File: src/rtl/id_stage.sv
// MIPS decode stage: register file with write-through, control decode,
// early branch/jump resolution and the flushable D->E pipeline register.
module id_stage (
  input  logic        clk,
  input  logic        rst_n,
  input  logic [31:0] InstrD,
  input  logic [31:0] PCPlus4D,
  input  logic        ForwardAD,
  input  logic        ForwardBD,
  input  logic [31:0] ALUOutM,
  input  logic        FlushE,
  input  logic        RegWriteW,
  input  logic [4:0]  WriteRegW,
  input  logic [31:0] ResultW,
  output logic [31:0] PCBranchD,
  output logic        PCSrcD,
  output logic [4:0]  RsD,
  output logic [4:0]  RtD,
  output logic        BranchD,
  output logic        RegWriteE,
  output logic        MemtoRegE,
  output logic        MemWriteE,
  output logic        ALUSrcE,
  output logic        RegDstE,
  output logic [2:0]  ALUControlE,
  output logic [31:0] RD1E,
  output logic [31:0] RD2E,
  output logic [31:0] SignImmE,
  output logic [4:0]  RsE,
  output logic [4:0]  RtE,
  output logic [4:0]  RdE
);

  typedef struct packed {
    logic        reg_write;
    logic        mem_to_reg;
    logic        mem_write;
    logic        alu_src;
    logic        reg_dst;
    logic [2:0]  alu_ctrl;
    logic [31:0] rd1;
    logic [31:0] rd2;
    logic [31:0] simm;
    logic [4:0]  rs;
    logic [4:0]  rt;
    logic [4:0]  rd;
  } ereg_t;

  logic [31:0] rf_q [32];
  logic [4:0]  rd_idx;
  logic [31:0] simm, rd1, rd2, cmp_a, cmp_b;
  logic        wb_en;
  // ctrl bit order: RegWrite RegDst ALUSrc Branch MemWrite MemtoReg Jump
  logic [6:0]  ctrl;
  logic [2:0]  alu_ctrl;
  ereg_t       e_d, e_q;

  assign RsD    = InstrD[25:21];
  assign RtD    = InstrD[20:16];
  assign rd_idx = InstrD[15:11];
  assign simm   = {{16{InstrD[15]}}, InstrD[15:0]};
  assign wb_en  = RegWriteW && (WriteRegW != 5'd0);

  // $0 is never written, so its reset value keeps it at zero.
  always_ff @(posedge clk or negedge rst_n) begin
    if (!rst_n) begin
      for (int i = 0; i < 32; i++) rf_q[i] <= '0;
    end else if (wb_en) begin
      rf_q[WriteRegW] <= ResultW;
    end
  end

  always_comb begin
    rd1 = (RsD == 5'd0) ? '0 : (wb_en && WriteRegW == RsD) ? ResultW : rf_q[RsD];
    rd2 = (RtD == 5'd0) ? '0 : (wb_en && WriteRegW == RtD) ? ResultW : rf_q[RtD];
  end

  always_comb begin
    ctrl     = 7'b0000000;
    alu_ctrl = 3'b000;
    case (InstrD[31:26])
      6'b000000: begin
        ctrl = 7'b1100000;
        case (InstrD[5:0])
          6'b100000: alu_ctrl = 3'b010;
          6'b100010: alu_ctrl = 3'b110;
          6'b100100: alu_ctrl = 3'b000;
          6'b100101: alu_ctrl = 3'b001;
          6'b101010: alu_ctrl = 3'b111;
          default:   ctrl[6]  = 1'b0;
        endcase
      end
      6'b100011: begin ctrl = 7'b1010010; alu_ctrl = 3'b010; end
      6'b101011: begin ctrl = 7'b0010100; alu_ctrl = 3'b010; end
      6'b000100: begin ctrl = 7'b0001000; alu_ctrl = 3'b110; end
      6'b001000: begin ctrl = 7'b1010000; alu_ctrl = 3'b010; end
      6'b000010: ctrl = 7'b0000001;
      default:   ctrl = 7'b0000000;
    endcase
  end

  assign BranchD   = ctrl[3];
  assign cmp_a     = ForwardAD ? ALUOutM : rd1;
  assign cmp_b     = ForwardBD ? ALUOutM : rd2;
  assign PCSrcD    = (ctrl[3] && (cmp_a == cmp_b)) || ctrl[0];
  assign PCBranchD = ctrl[0] ? {PCPlus4D[31:28], InstrD[25:0], 2'b00}
                             : PCPlus4D + {simm[29:0], 2'b00};

  always_comb begin
    e_d = '0;
    if (!FlushE) begin
      e_d.reg_write  = ctrl[6];
      e_d.reg_dst    = ctrl[5];
      e_d.alu_src    = ctrl[4];
      e_d.mem_write  = ctrl[2];
      e_d.mem_to_reg = ctrl[1];
      e_d.alu_ctrl   = alu_ctrl;
      e_d.rd1        = rd1;
      e_d.rd2        = rd2;
      e_d.simm       = simm;
      e_d.rs         = RsD;
      e_d.rt         = RtD;
      e_d.rd         = rd_idx;
    end
  end

  always_ff @(posedge clk or negedge rst_n) begin
    if (!rst_n) e_q <= '0;
    else        e_q <= e_d;
  end

  assign RegWriteE   = e_q.reg_write;
  assign MemtoRegE   = e_q.mem_to_reg;
  assign MemWriteE   = e_q.mem_write;
  assign ALUSrcE     = e_q.alu_src;
  assign RegDstE     = e_q.reg_dst;
  assign ALUControlE = e_q.alu_ctrl;
  assign RD1E        = e_q.rd1;
  assign RD2E        = e_q.rd2;
  assign SignImmE    = e_q.simm;
  assign RsE         = e_q.rs;
  assign RtE         = e_q.rt;
  assign RdE         = e_q.rd;

endmodule

File: config.mk
export PLATFORM = sky130hd
export DESIGN_NAME = id_stage
export DESIGN_NICKNAME = d
export VERILOG_FILES = /design/src/rtl/id_stage.sv
export SDC_FILE = /design/constraint.sdc
export NUM_CORES = 2
export LEC_CHECK = 0
export ABC_AREA = 1
export ABC_CLOCK_PERIOD_IN_PS = 7100
export CAP_MARGIN = 20
export CORE_ASPECT_RATIO = 1.2
export CORE_MARGIN = 4
export CORE_UTILIZATION = 50
export DETAILED_ROUTE_END_ITERATION = 8
export DONT_BUFFER_PORTS = 1
export PLACE_DENSITY_LB_ADDON = 0.08
export SLEW_MARGIN = 30
export SYNTH_ARGS = -nofsm -noshare
export SYNTH_HDL_FRONTEND = slang
export SYNTH_SLANG_ARGS = --single-unit
File: constraint.sdc
create_clock -name clk -period 7.1 [get_ports clk]
set_input_delay 1.42 -clock clk [delete_from_list [all_inputs] [get_ports clk]]
set_output_delay 1.42 -clock clk [all_outputs]
set_load 0.01 [all_outputs]
; ---- Yosys cells after proc, flatten, opt, wreduce, memory -nomap -nowiden
; Index checks and enable logic that the tools add are counted.
[totals]
reg_bits = 1143
[classes]
add_sub_neg = 1
order_cmp = 4
n_eq_ne = 13
mux = 21
bitwise_logic = 3
reduce_logical = 12
[ops]
columns = cell, n
row1 = bitwise mux 1024 bit, 1
row2 = 2-to-1 mux 32 bit, 12
row3 = binary-select mux 32 bit (select 5 bit), 2
row4 = demux 32 bit (select 5 bit), 1
row5 = 2-to-1 mux 119 bit, 1
row6 = "== test 6 bit, second input constant", 7
row7 = case mux 7 bit (6 select lines), 1
row8 = adder 32 bit, 1
row9 = == test 32 bit, 1
row10 = ">= comparator 6 bit, second input constant", 3
row11 = inverter 5 -> 6 bit, 3
row12 = case mux 3 bit (4 select lines), 1
row13 = == test 5 bit, 2
row14 = zero test 5 bit, 2
row15 = case mux 3 bit (3 select lines), 1
row16 = "== test 6 x 2 -> 1 bit, second input constant", 1
row17 = "== test 6 x 3 -> 1 bit, second input constant", 1
row18 = "== test 6 x 4 -> 1 bit, second input constant", 1
row19 = zero test 6 bit, 1
row20 = "< comparator 6 x 1 -> 1 bit, second input constant", 1
row21 = logical AND 1 bit, 5
row22 = nonzero test 5 bit, 1
row23 = OR reduction 5 bit, 1
row24 = OR reduction 3 bit, 1
row25 = other kinds (2), 2

; ---- Logic depth before layout (Yosys ltp)
[logic_depth]
depth_word = 10
mapped_depth = 21
ltp_nobuf = 19

; ---- Worst setup path after synthesis
; OpenSTA, ideal clock, no wires.
[synth_path]
path_type = input-to-output
from = in InstrD[0]
to = out PCBranchD[24]
arrival_ns = 3.586
t_required_ns = 5.680
path_slack_ns = 2.094
stages = 17
path_cell_list = ha_1 inv_1 fa_1 inv_1 nand3_1 nand2_1 inv_1 nor2_1 nor2_1 o21ai_0 a21oi_1 o21ai_2 a21oi_1 o21ai_0 or2_2 nand3_1 o21ai_0
[synth_via]
elab_chain_len = 2
[synth_lines]
columns = item, line_no
row1 = "start, declared", 6  ; input logic [31:0] InstrD,
row2 = adder 32 bit, 107  ; : PCPlus4D + {simm[29:0], 2'b00};
row3 = 2-to-1 mux 32 bit, 106  ; assign PCBranchD = ctrl[0] ? {PCPlus4D[31:28], InstrD[25:0], 2'b00}
row4 = "end, declared", 15  ; output logic [31:0] PCBranchD,
; Every way passes these cells.

; ---- Worst setup path in the final report
[layout_path]
from = in InstrD[16]
to = out PCSrcD
[layout_via]
elab_chain_len = 10
[layout_lines]
columns = item, line_no
row1 = inverter 5 -> 6 bit (implied by the code), 75  ; rd2 = (RtD == 5'd0) ? '0 : (wb_en && WriteRegW == RtD) ? ResultW : rf_q[RtD];
row2 = binary-select mux 32 bit (select 5 bit), 75
row3 = 2-to-1 mux 32 bit (implied by the code) (2 in a row), 75
row4 = 2-to-1 mux 32 bit, 75
row5 = 2-to-1 mux 32 bit (*), 75
row6 = 2-to-1 mux 32 bit (*), 104  ; assign cmp_b = ForwardBD ? ALUOutM : rd2;
row7 = == test 32 bit (*), 105  ; assign PCSrcD = (ctrl[3] && (cmp_a == cmp_b)) || ctrl[0];
row8 = logical AND 1 bit (*), 105
row9 = logical OR 1 bit (*), 105
row10 = "end, declared", 16  ; output logic PCSrcD,
; Mark *: on every way between the ends. The rest lies on a longest branch, timed or not. The select of a mux whose other input is x is not followed.

==> flow_summary.yaml <==
setup_path:
  crit_buf_inv: 2
  crit_slowest_cell: "buf_16"
  crit_chain: "buf_16, buf_16, or2_2, nand3_1, nand3_1, nand3_1, nand3_1, nand2_1, nand2_1, nand3_1, nand3_1, nand2_1, nor2_1, nand2_1, nor2_1, nand3_1, o21bai_2"
  worstRegToRegCells: 10
  path_max_fanout: 222
  worst_ep_arrival_time_ns: 5.53
  cp_top_family: "simple AND/OR/NAND/NOR gates"
  worstPathRequired_ns: 5.68
  crit_path_end_kind: "primary output"
  max_stage_delay_ns: 0.63
  crit_path_frequent_cell: "nand3_1"
  start_kind: "input pin"
  path_depth: 17
  crit_type: "input pin to primary output"
global_route:
  grt_pass1_vias: 58500
  grt_use_met2: 0.540
  overflow: 0
  grt_max_degree: 884
  grt_usage: 0.361
  antenna_found_initial: 11
  met3_usage: 0.0866
  busiest_layer: "met2"
  grt_pass1_wl_um: 378000
  grt.met1_usage: 0.507
floorplan:
  io_pins: 302
  core_area_um2: 130000
  rows: 145
  dieArea_um2: 137000
  die_x_um: 339
  die_h_um: 405
  start_util: 0.503
synthesis:
  ys_seq_area_frac: 0.428
  async_flop_share: 1.00
  syn_area_per_cell_um2: 7.06
  synth_edf_count: 0
  syn_area_um2: 65600
  synth_common_cells: "nand2_1 (2,733), o21ai_0 (1,299), dfrtp_1 (1,122), nand3_1 (1,113), inv_1 (848)"
  synth.distinct_cells: 44
  synth_cells: 9282
  yosysMostFrequentCell: "nand2_1"
  ys.flop_type: "dfrtp_1"
  yosysTopAreaCellShare: 0.428
  yosys-top-cells-area: "dfrtp_1 (43%), nand2_1 (16%), o21ai_0 (9.9%)"
  yosys.area.top_type: "dfrtp_1"
  syn-num-nets: 9451
  ys_warn_count: 0
  ys_seq_elements: 1122
clock_network:
  post_cts_buffers: 0
  clock_sinks: 1122
  cts_buffer_depth: 3
  cts_root_buf: "clkbuf_16"
  clock_latency_ns: 0.76
  ctsResizeCount: 0
  cts.clk_slew.worst_paths_ns: 0.06
  numCtsBuffers: 119
  htreeDepth: 3
  cts_tree: "yes"
power_and_ir_drop:
  swShare: 0.320
  p_sw_mw: 5.95
  p_per_area_nw_per_um2: 267
  seq_power_share: 0.443
  comb_power_share: 0.198
  irDropWorstVdd_mv: 0.209
  clkPwrFrac: 0.359
  intPower_mw: 12.6
  p_leak_nw: 33.5
timing:
  fmax_ghz: 0.144
  skew_ns: 0.0259
  worst_pin_slew_ns: 1.29
  drv_slew: 0
  slew_headroom: 0.139
  rsz0062_at_grt: "no"
  finalHoldViolCount: 0
  period_share: 0.979
  fin_setup_tns_ns: 0
  finalSetupViolations: 0
  final.setup.worst_slack_ns: 0.150
  fin_crit_ns: 6.95
placement:
  gp_congestion: 0.902
  preCtsSetupSlack_ns: 1.02
  place_area_um2: 65100
  port_buffers: 0
  post-dp-hpwl_um: 135000
flow_run:
  maxCapViolations: 0
routing:
  drc_errors: 1
  drtAntennaViolNets: 0
  dr.pass1.iters: 9
  wirelength_um: 256000
  wl_per_cell_um: 24.4
  post_drt_via_cell_ratio: 6.10
  dr_total_vias: 64000
  dr.first_iter.drc_count: 8781
status:
  run_status: "finished with violations"
  violations: "design-rule violations"
min_path:
  hold_class: "input pin to asynchronous set/reset pin"
final_layout:
  drive_gt1_frac: 0.0475
  area_growth_pct: 6.11
  nets: 8864
  fin_area_um2: 69600
==> final timing paths <==
| path | startpoint | to | slack [ns] |
|---|---|---|---|
| max reg2reg | rf_q[219]$_DFFE_PN0P_ | RD1E[27]$_DFF_PN0_ | 5.07 |
| max | InstrD[16] | PCSrcD | 0.15 |
| min reg2reg | rf_q[1016]$_DFFE_PN0P_ | rf_q[1016]$_DFFE_PN0P_ | 0.38 |
| min in group clk | rf_q[1016]$_DFFE_PN0P_ | rf_q[1016]$_DFFE_PN0P_ | 0.38 |
| max in group asynchronous | rst_n | rf_q[411]$_DFFE_PN0P_ | 3.49 |
| min | rst_n | RD2E[20]$_DFF_PN0_ | 0.35 |
==> power groups by stage <==
stage          clock (mW)  sequential, mW  combinational, mW
3_3_place_gp            0            8.28               3.37
5_1_grt              6.99            8.35               4.21
2_1_floorplan           0            8.14               2.82
6_report             6.68            8.23               3.68
3_5_place_dp            0            8.30               3.46
4_1_cts              6.73            8.20               3.47
==> cells in the final DEF, fill, tap and decap left out, types with 4 or more instances in the layout <==
cell	instances
o21ai_0	1299
a21oi_1	294
nand2_4	17
o21bai_1	4
buf_12	8
clkbuf_16	122
buf_16	19
clkinvlp_4	8
o21ai_1	26
clkbuf_1	22
ha_1	29
nand2_1	2707
inv_6	10
nand3_1	1113
clkinv_1	4
clkbuf_8	24
inv_1	842
buf_6	5
nor2_1	355
clkinv_4	4
a31oi_1	9
nor3_2	5
or2_2	48
nand4_1	11
bufinv_16	13
nand2_2	4
nor2_2	4
clkinv_2	26
buf_4	70
dfrtp_1	1121
nor2_4	4
nand2_8	7
inv_2	5
nor3_1	11
or2_1	13
xnor2_1	13
o211ai_1	487
==> timing repair <==
action | in CTS | in global routing
endpoints found under the setup margin | 0 | 1
hold endpoints to repair | 0 | 0
hold buffers | 0 | 0
==> kinds of logic (layout without fill, tap and decap cells) <==
kind of cell    after synthesis  count (layout)  synth area share
other cells                   0               3                 0
buf+inv                    1671            1190             0.109
flops                      1122            1122             0.428
xor+xnor                     16              16           0.00214
fa+ha+maj                    30              30           0.00584
compound gates             2136            2136             0.183
simple gates               4307            4307             0.272
==> routing by layer <==
layer,share of wire,vias to the layer above
met3,0.12,594
met5,0.000047,-
met1,0.41,30600
met4,0.042,2
li1,-,29200
met2,0.42,3651
==> stage by stage <==
step	hold slack (ns)	instances	power (mW)	util
2_1_floorplan	0.429	9282	11.0	-
3_3_place_gp	0.365	10200	11.6	0.498
3_5_place_dp	0.366	10300	11.8	0.500
4_1_cts	0.303	10500	18.4	0.531
5_1_grt	0.330	10500	19.6	0.534
6_report	0.347	10500	18.6	0.534
==> final cells by class <==
cell class                      instances  area, µm²
Antenna cell                            3       7.51
Clock buffer                          165       3390
Clock inverter                         62        738
Fill cell                           12800      60700
Inverter                              858       3250
Multi-Input combinational cell       6489      30600
Sequential cell                      1122      28100
Tap cell                             1690       2110
Timing Repair Buffer                  105       1340
==> registers in the layout, summed over array words and instances, names as in the netlist, 3 cells and up <==
register	flops
RdE	4
RsE	5
SignImmE	12
RD2E	32
RtE	5
rf_q	1024
ALUControlE	3
RD1E	32
No activity file was read; power rests on OpenSTA's default activity.
==> variant (config.mk and constraints unchanged) <==
Add an input register stage for `InstrD`, without a reset; this delays it by one clock. The other inputs are not delayed to match.
--- a/src/rtl/id_stage.sv
+++ b/src/rtl/id_stage.sv
@@ -46,6 +46,12 @@
     logic [4:0]  rd;
   } ereg_t;
 
+  logic [31:0] InstrD_q;
+
+  always_ff @(posedge clk) begin
+    InstrD_q <= InstrD;
+  end
+
   logic [31:0] rf_q [32];
   logic [4:0]  rd_idx;
   logic [31:0] simm, rd1, rd2, cmp_a, cmp_b;
@@ -55,10 +61,10 @@
   logic [2:0]  alu_ctrl;
   ereg_t       e_d, e_q;
 
-  assign RsD    = InstrD[25:21];
-  assign RtD    = InstrD[20:16];
-  assign rd_idx = InstrD[15:11];
-  assign simm   = {{16{InstrD[15]}}, InstrD[15:0]};
+  assign RsD    = InstrD_q[25:21];
+  assign RtD    = InstrD_q[20:16];
+  assign rd_idx = InstrD_q[15:11];
+  assign simm   = {{16{InstrD_q[15]}}, InstrD_q[15:0]};
   assign wb_en  = RegWriteW && (WriteRegW != 5'd0);
 
   // $0 is never written, so its reset value keeps it at zero.
@@ -78,10 +84,10 @@
   always_comb begin
     ctrl     = 7'b0000000;
     alu_ctrl = 3'b000;
-    case (InstrD[31:26])
+    case (InstrD_q[31:26])
       6'b000000: begin
         ctrl = 7'b1100000;
-        case (InstrD[5:0])
+        case (InstrD_q[5:0])
           6'b100000: alu_ctrl = 3'b010;
           6'b100010: alu_ctrl = 3'b110;
           6'b100100: alu_ctrl = 3'b000;
@@ -103,7 +109,7 @@
   assign cmp_a     = ForwardAD ? ALUOutM : rd1;
   assign cmp_b     = ForwardBD ? ALUOutM : rd2;
   assign PCSrcD    = (ctrl[3] && (cmp_a == cmp_b)) || ctrl[0];
-  assign PCBranchD = ctrl[0] ? {PCPlus4D[31:28], InstrD[25:0], 2'b00}
+  assign PCBranchD = ctrl[0] ? {PCPlus4D[31:28], InstrD_q[25:0], 2'b00}
                              : PCPlus4D + {simm[29:0], 2'b00};
 
   always_comb begin
Check against the original RTL: not equivalent (a bounded check fails within 4 cycles, from zero or initial values and one cycle with rst_n low).
==> variant against the original RTL <==
- the run still ends with DRC left
- cell area is 2.1% higher
- clock skew shrank 4.6 ps
- critical path type is now flip-flop to output pin
- worst setup slack improved by 510 ps
- worst hold slack better by 8.1 ps
- wire length increased by 4.7%
- count of clock-buffer cells in the layout rose by 30
- synthesized area rose by 1.6%
- non-clock buffer count up 23
- sequential cell count up 32
- clock power rose by 4.2%
- total power up 4.1%
==> variant: results (changes against the original RTL) <==
| Metric | Value |
|---|---|
| Status | `finished with violations` |
| Failing checks | `DRC` |
| Syn Inst Count | `9482 (+2.2%)` |
| # DRC | `2 (+1)` |
| Area of the multi-input gates | `30800 um^2 (+0.45%)` |
| First-pass GRT wire length | `395000 um (+4.7%)` |
| Layout buffering overhead excluding clock cells | `2.09% (+0.16 points)` |
| Post-synthesis adder-cell area fraction | `0.575% (-0.0094 points)` |
| Placed instance area | `66600 um^2 (+2.3%)` |
| Reg2Reg Launch Point | `InstrD_q[16]$_DFF_P_` |
| Antenna violations before repair | `12 (+1)` |
| Final hold slack | `355 ps (+8.07 ps)` |
| Final Total Pwr | `19.3 mW (+4.1%)` |
| CTS H-tree lvls | `4 (+1)` |
| Post-synthesis compound-gate area fraction | `16.1% (-2.1 points)` |
| Clk_lat worst skew | `780 ps (+20 ps)` |
| Setup WS pre-CTS | `1250 ps (+230 ps)` |
| CTS Buf Count | `134 (+13%)` |
| Vias in the first global route | `59796 (+2.2%)` |
| Switch Pwr | `6.22 mW (+4.4%)` |
| Yosys cell types | `47 (+6.8%)` |
| Starting DRT DRC Count | `8721 (-0.68%)` |
| Top-area cell type share of the netlist area | `42.1% (-0.69 points)` |
| Logic inverters | `908 (+5.8%)` |
| Placer Congestion | `0.929 (+3.0%)` |
| DRT Wirelength | `268000 um (+4.7%)` |
| Fillers | `13093 (+2.6%)` |
| Antenna Cells | `12 (+9)` |
| R2R setup slack | `3590 ps (-1480 ps)` |
| Overall routing resource usage | `37.6% (+1.5 points)` |
| Combinational share of power | `20.4% (+0.6 points)` |
| Largest net degree at the start of global routing | `214 (-76%)` |
| Slowest CP cell | `dfxtp_4` |
| Peak VDD IR | `276 uV (+32%)` |
| Final Util | `53.7% (+0.30 points)` |
| Post-route minimum period | `6440 ps (-512 ps)` |
| Nets | `9103 (+2.7%)` |
| Flop+latch power | `8.44 mW (+2.6%)` |
| Post-synth top cells | `2872 x nand2_1, 1304 x nand3_1, 1241 x o21ai_0` |
| Clock-cell share | `6.07% (+0.13 points)` |
| DP Cell Count | `10571 (+3.1%)` |
| FF+latch count | `1154 (+2.9%)` |
| Setup crit start | `InstrD_q[23]$_DFF_P_` |
| Comb_multi_in | `6608 (+1.8%)` |
| Layout cells sized above 1 | `5.23% (+0.48 points)` |
| Xor and xnor area share after synthesis | `0.223% (+0.0097 points)` |
| Seq/Total Area, Yosys | `43.1% (+0.27 points)` |
| # clk buffers | `195 (+18%)` |
| Area contributors post-synth | `dfrtp_1 42%, nand2_1 16%, nand3_1 9.8%, o21ai_0 9.3%, inv_1 5.0%` |
| R2r worst-path depth | `11 (+1)` |
| Drt wl/cell | `24.8 um (+1.6%)` |
| Syn_nets | `9651 (+2.1%)` |
variant: cell types whose count changed after synthesis, moves of 16 or more:
cell	before	now
inv_1	848	890
nor2_1	361	326
a21oi_1	294	244
or2_2	48	81
o21ai_0	1299	1241
dfxtp_1	0	32
o211ai_1	487	399
nand2_1	2733	2872
buf_4	61	96
buf_2	290	256
buf_6	40	24
nand3_1	1113	1304
variant: cells by family (layout without fill, tap and decap cells):
logic type / after synthesis / in the layout
AOI/OAI and AO/OA: 1936 / 1936
other: 0 / 12
xor gates and xnor gates: 17 / 17
adders and majority gates: 30 / 30
buffers and inverters: 1720 / 1264
and+or+nand+nor: 4625 / 4625
DFF: 1154 / 1154
variant: metal layers:
| metal | track usage [%] | wire (um) | vias to the layer above |
|---|---|---|---|
| met4 | 18.4 | 14900 | 10 |
| met3 | 9.54 | 30800 | 764 |
| met1 | 49.7 | 105000 | 31038 |
| met5 | 0 | 99 | - |
| met2 | 57.7 | 117000 | 3754 |
| li1 | - | - | 29677 |
